--- config.mk ---
export PLATFORM = sky130hd
export DESIGN_NAME = instruction_fetch_unit_flat
export DESIGN_NICKNAME = d
export VERILOG_FILES = /design/src/rtl/instruction_fetch_unit_if.sv /design/src/rtl/instruction_fetch_unit.sv /design/src/flat_wrapper.sv
export SDC_FILE = /design/constraint.sdc
export NUM_CORES = 1
export LEC_CHECK = 0
export CAP_MARGIN = 10
export CORE_MARGIN = 4
export CORE_UTILIZATION = 34
export DETAILED_ROUTE_END_ITERATION = 8
export PLACE_DENSITY = 0.81
export SLEW_MARGIN = 10
export SYNTH_ARGS = -nofsm -noshare
export SYNTH_HDL_FRONTEND = slang
export SYNTH_SLANG_ARGS = --single-unit
--- constraint.sdc ---
create_clock -name clk -period 2.2 [get_ports clk]
set_input_delay 0.33 -clock clk [delete_from_list [all_inputs] [get_ports clk]]
set_output_delay 0.33 -clock clk [all_outputs]
set_load 0.005 [all_outputs]
--- src/rtl/instruction_fetch_unit_if.sv ---
// Bundle between the fetch stage, the instruction memory port and decode.
// The master modport is the fetch unit; the slave modport is everything around it.
interface instruction_fetch_unit_if #(
    parameter int DATA_WIDTH = 32,
    parameter int ADDR_WIDTH = 10
);
    logic                  stall;
    logic                  redirect;
    logic [ADDR_WIDTH-1:0] redirectPc;
    logic [DATA_WIDTH-1:0] imemData;
    logic [ADDR_WIDTH-1:0] address;
    logic [DATA_WIDTH-1:0] instrOut;
    logic [ADDR_WIDTH-1:0] pcOut;
    logic                  validOut;
    logic                  halted;

    modport master (
        input  stall, redirect, redirectPc, imemData,
        output address, instrOut, pcOut, validOut, halted
    );

    modport slave (
        output stall, redirect, redirectPc, imemData,
        input  address, instrOut, pcOut, validOut, halted
    );
endinterface

--- src/rtl/instruction_fetch_unit.sv ---
// IF stage: owns the PC, drives the memory address from next-PC so the memory's
// output register doubles as the IF/ID register. Optional macro: IF_NOP_FILTER_EN.
module instruction_fetch_unit #(
    parameter int                    DATA_WIDTH = 32,
    parameter int                    ADDR_WIDTH = 10,
    parameter logic [ADDR_WIDTH-1:0] RESET_PC   = '0,
    parameter logic [ADDR_WIDTH-1:0] LAST_PC    = '1
) (
    input  logic                      clk,
    input  logic                      reset,
    instruction_fetch_unit_if.master  bus
);

    typedef enum logic [1:0] {
        FILL = 2'd0,
        RUN  = 2'd1,
        HALT = 2'd2
    } state_t;

    state_t                state;
    state_t                state_next;
    logic [ADDR_WIDTH-1:0] pc;
    logic [ADDR_WIDTH-1:0] pc_next;
    logic                  run_q;
    logic                  halted_q;
    logic                  valid;

    // Next-PC is needed combinationally because it is the memory address.
    always_comb begin
        state_next = state;
        pc_next    = pc;
        if (reset) begin
            state_next = FILL;
            pc_next    = RESET_PC;
        end else begin
            case (state)
                FILL: state_next = RUN;
                RUN: begin
                    if (bus.redirect) begin
                        pc_next = bus.redirectPc;
                    end else if (bus.stall) begin
                        pc_next = pc;
                    end else if (pc == LAST_PC) begin
                        state_next = HALT;
                    end else begin
                        pc_next = pc + 1'b1;
                    end
                end
                HALT: begin
                    if (bus.redirect) begin
                        state_next = RUN;
                        pc_next    = bus.redirectPc;
                    end
                end
                default: begin
                    state_next = FILL;
                    pc_next    = RESET_PC;
                end
            endcase
        end
    end

    always_ff @(posedge clk) begin
        state    <= state_next;
        pc       <= pc_next;
        run_q    <= (state_next == RUN);
        halted_q <= (state_next == HALT);
    end

`ifdef IF_NOP_FILTER_EN
    // All-zero words are compiler bubbles and are not issued.
    assign valid = run_q && (bus.imemData != '0);
`else
    assign valid = run_q;
`endif

    assign bus.address  = pc_next;
    assign bus.pcOut    = pc;
    assign bus.validOut = valid;
    assign bus.halted   = halted_q;
    assign bus.instrOut = valid ? bus.imemData : '0;

endmodule
--- src/flat_wrapper.sv ---
// flat-port wrapper written by rule: the top's interface ports become plain ports
module instruction_fetch_unit_flat 
#(
    parameter int                    DATA_WIDTH = 32,
    parameter int                    ADDR_WIDTH = 10,
    parameter logic [ADDR_WIDTH-1:0] RESET_PC   = '0,
    parameter logic [ADDR_WIDTH-1:0] LAST_PC    = '1
)
  (clk, reset, bus_stall, bus_redirect, bus_redirectPc, bus_imemData, bus_address, bus_instrOut, bus_pcOut, bus_validOut, bus_halted);
  instruction_fetch_unit_if #(.DATA_WIDTH(DATA_WIDTH), .ADDR_WIDTH(ADDR_WIDTH)) bus_i ();
  input  logic clk;
  input  logic reset;
  input wire logic [$bits(bus_i.stall)-1:0] bus_stall;
  input wire logic [$bits(bus_i.redirect)-1:0] bus_redirect;
  input wire logic [$bits(bus_i.redirectPc)-1:0] bus_redirectPc;
  input wire logic [$bits(bus_i.imemData)-1:0] bus_imemData;
  output wire logic [$bits(bus_i.address)-1:0] bus_address;
  output wire logic [$bits(bus_i.instrOut)-1:0] bus_instrOut;
  output wire logic [$bits(bus_i.pcOut)-1:0] bus_pcOut;
  output wire logic [$bits(bus_i.validOut)-1:0] bus_validOut;
  output wire logic [$bits(bus_i.halted)-1:0] bus_halted;
  assign bus_i.stall = bus_stall;
  assign bus_i.redirect = bus_redirect;
  assign bus_i.redirectPc = bus_redirectPc;
  assign bus_i.imemData = bus_imemData;
  assign bus_address = bus_i.address;
  assign bus_instrOut = bus_i.instrOut;
  assign bus_pcOut = bus_i.pcOut;
  assign bus_validOut = bus_i.validOut;
  assign bus_halted = bus_i.halted;
  instruction_fetch_unit #(.DATA_WIDTH(DATA_WIDTH), .ADDR_WIDTH(ADDR_WIDTH), .RESET_PC(RESET_PC), .LAST_PC(LAST_PC)) u_core (.clk(clk), .reset(reset), .bus(bus_i));
endmodule
==> metrics.txt <==
status complete, no violations; port bufs 99; Final Max Tran Viols 0; antenna cells 0; post-synthesis async set-or-reset flop share 0%; Vias 1,921; Clock Latency Late Sink 0.25 ns; post-synth top area cell dfxtp_1; Worst Max-Slew Pin Slew 0.368 ns; most numerous cell in the Yosys netlist and2_1; Iter 0 DRT Violations 90; DRT Wirelength 6240 µm; CP Launch Type flip-flop; first-pass GRT wire length 9210 µm; Comb power frac 43.6%; nets 351; Synth top cells by count and2_1, dfxtp_1, nor2_1, mux2i_1, nand2b_1; Post-synth EDFFs 0; Cell Pwr Density 319 nW/µm²; CTS tree yes; core box area 3690 µm²; share of the synthesized area in the top cell type 21.5%; Min Clock Period, post-route 2.16 ns; final setup margin 0.0393 ns; Clock transition at path regs 0.06 ns; sw frac 28.5%; hold path endpoint u_core.bus.pcOut[0]$_DFF_P_; worst-path fanout max 3; R2R Path End u_core.bus.pcOut[1]$_DFF_P_; Main synth FF type dfxtp_1; internal cell power 0.637 mW; CP endpoint kind output port; CTS Root Cell clkbuf_8; number of global-route vias before repair 1,848; Die X 69.9 µm; Final Hold Vio Count 0; Rel. slew slack 75.3%; RSZ-0062 raised after global routing yes; clock power share 24.6%; Worst R2R Setup Slack 0.56 ns; Util after Layout 75.6%; area grow syn2layout 114%; DIE AREA 4890 µm²; drt wl/cell 17.8 µm; Total Power 0.891 mW; initial antenna violation count 0; Setup Crit Path Kind flip-flop to output port; Flop pwr share 31.8%; fillers 281; worst reg-to-reg path cell count 7; Max Freq 0.463 GHz; Cells on Worst Hold Path 3; CP Launch Point u_core.bus.pcOut[0]$_DFF_P_; #FFs+latches synth 14; DIE HEIGHT 69.9 µm; Starting Density 35.3%; total CTS buffers 3; TritonRoute pass-1 iters 4; Hold Startpoint u_core.bus.pcOut[0]$_DFF_P_; Reg2Reg Launch Point u_core.bus.pcOut[1]$_DFF_P_; Distinct cells, synth 54; peak supply drop 0.374 mV; Via density 5.49; detailed placement HPWL 4370 µm; GR Overflow Total 0; antenna violation net count after detailed routing 0; top cells by area, synth dfxtp_1, and2_1, mux2i_1; Place WS -0.437 ns; Yosys warning count 0; Pleak 1.18 nW; syn nets 212; switching power 0.254 mW; Post-Syn Area per Cell 7.90 µm²; routability cong. 0.908; clk buf depth 2; Final Cycle Share 98.2%; CTS sink cnt 14; layout cells sized above 1 30.8%; DRC Markers 0; hold slack 0.648 ns; largest net degree at the start of global routing 34; H-tree level count 1; Layout Skew 0.00776 ns; Rows 22; maxcap violations 0; post-synthesis sequential area ratio 21.5%; setup violators final 0; hold crit path type flip-flop to flip-flop; cells after synthesis 165; I/O Pins 100; Worst EP required 1.87 ns; GRT Overall Usage 23.2%; Syn Std Cell Area 1300 µm²; Worst Path Arrival 1.83 ns
==> layer usage <==
| metal | up-vias | share of wire [%] | GRT usage [%] |
|---|---|---|---|
| li1 | 886 | - | - |
| met5 | - | 0 | 0 |
| met1 | 869 | 39 | 27.2 |
| met3 | 27 | 8.1 | 3.60 |
| met2 | 139 | 49 | 42.3 |
| met4 | 0 | 3.6 | 8.30 |
==> cell usage in the layout (no fill, tap or decap), drive strengths merged, types with 5 or more instances in the layout <==
cell type | netlist | final
a21oi | 6 | 6
and2 | 33 | 33
buf | 6 | 49
clkbuf | 5 | 7
clkdlybuf4s50 | 0 | 86
dfxtp | 14 | 14
dlygate4sd2 | 0 | 7
mux2i | 7 | 7
nand2 | 5 | 5
nand2b | 7 | 7
nor2 | 10 | 10
nor3 | 6 | 6
==> cell families after synthesis <==
logic type | after synthesis | share of synthesized area, %
AOI/OAI and AO/OA | 41 | 23.1
and+or+nand+nor | 86 | 40.2
xor gates and xnor gates | 1 | 0.672
muxes | 7 | 5.37
buffers and inverters | 15 | 8.16
adders and majority gates | 1 | 0.960
DFF | 14 | 21.5
==> timing repair <==
item / in CTS / in global routing
setup endpoints to repair: 10 / 8
hold buffers: 0 / 0
pin swaps: 11 / 6
resized for setup: 49 / 22
buffers inserted: 8 / 1
endpoints found under the hold margin: 0 / 0
gates cloned: 0 / 0
==> layout make-up <==
| type | count | area [µm²] | share of cell area, % |
|---|---|---|---|
| Clock buffer | 3 | 41.3 | 1.48 |
| Inverter | 3 | 11.3 | 0.404 |
| Multi-Input combinational cell | 136 | 1060 | 38.1 |
| Sequential cell | 14 | 290 | 10.4 |
| Tap cell | 48 | 60.1 | 2.15 |
| Timing Repair Buffer | 146 | 1320 | 47.5 |
==> worst max path at each step <==
stage,cells after the start,endpoint,slack [ns]
final,7,bus_address[2],0.04
after global routing,8,bus_address[0],-0.05
after global placement,6,bus_address[6],-0.41
after floorplan,5,bus_address[8],0.43
after detailed placement,6,bus_address[6],-0.44
after CTS,7,bus_address[7],0.0002
==> state kept, by name, indices dropped and copies added, names as in the netlist <==
signal and cells:
u_core.bus.halted 1, u_core.bus.validOut 1, u_core.bus.pcOut 10, u_core.state 2
==> power groups by stage <==
stage | clock (mW) | sequential [mW] | combinational [mW]
floorplan | 0 | 0.289 | 0.111
global placement | 0 | 0.281 | 0.357
detailed placement | 0 | 0.282 | 0.364
CTS | 0.215 | 0.282 | 0.372
global route | 0.233 | 0.285 | 0.415
finish | 0.219 | 0.283 | 0.388
==> through the flow <==
step / instances / area [µm²] / setup TNS (ns)
after CTS: 349 / 2760 / 0
final: 350 / 2790 / 0
after detailed placement: 339 / 2550 / -3.39
after floorplan: 165 / 1300 / 0
after global routing: 350 / 2790 / -0.162
after global placement: 339 / 2550 / -3.24
==> critical path, cell delays in order, from the launching register on <==
cell	delay, ns
dfxtp_2	0.34
ha_4	0.17
buf_4	0.13
nor2b_1	0.13
o311ai_1	0.26
a31oi_1	0.08
o21ba_1	0.20
dlygate4sd2_1	0.26
No activity file was read; power rests on OpenSTA's default activity.
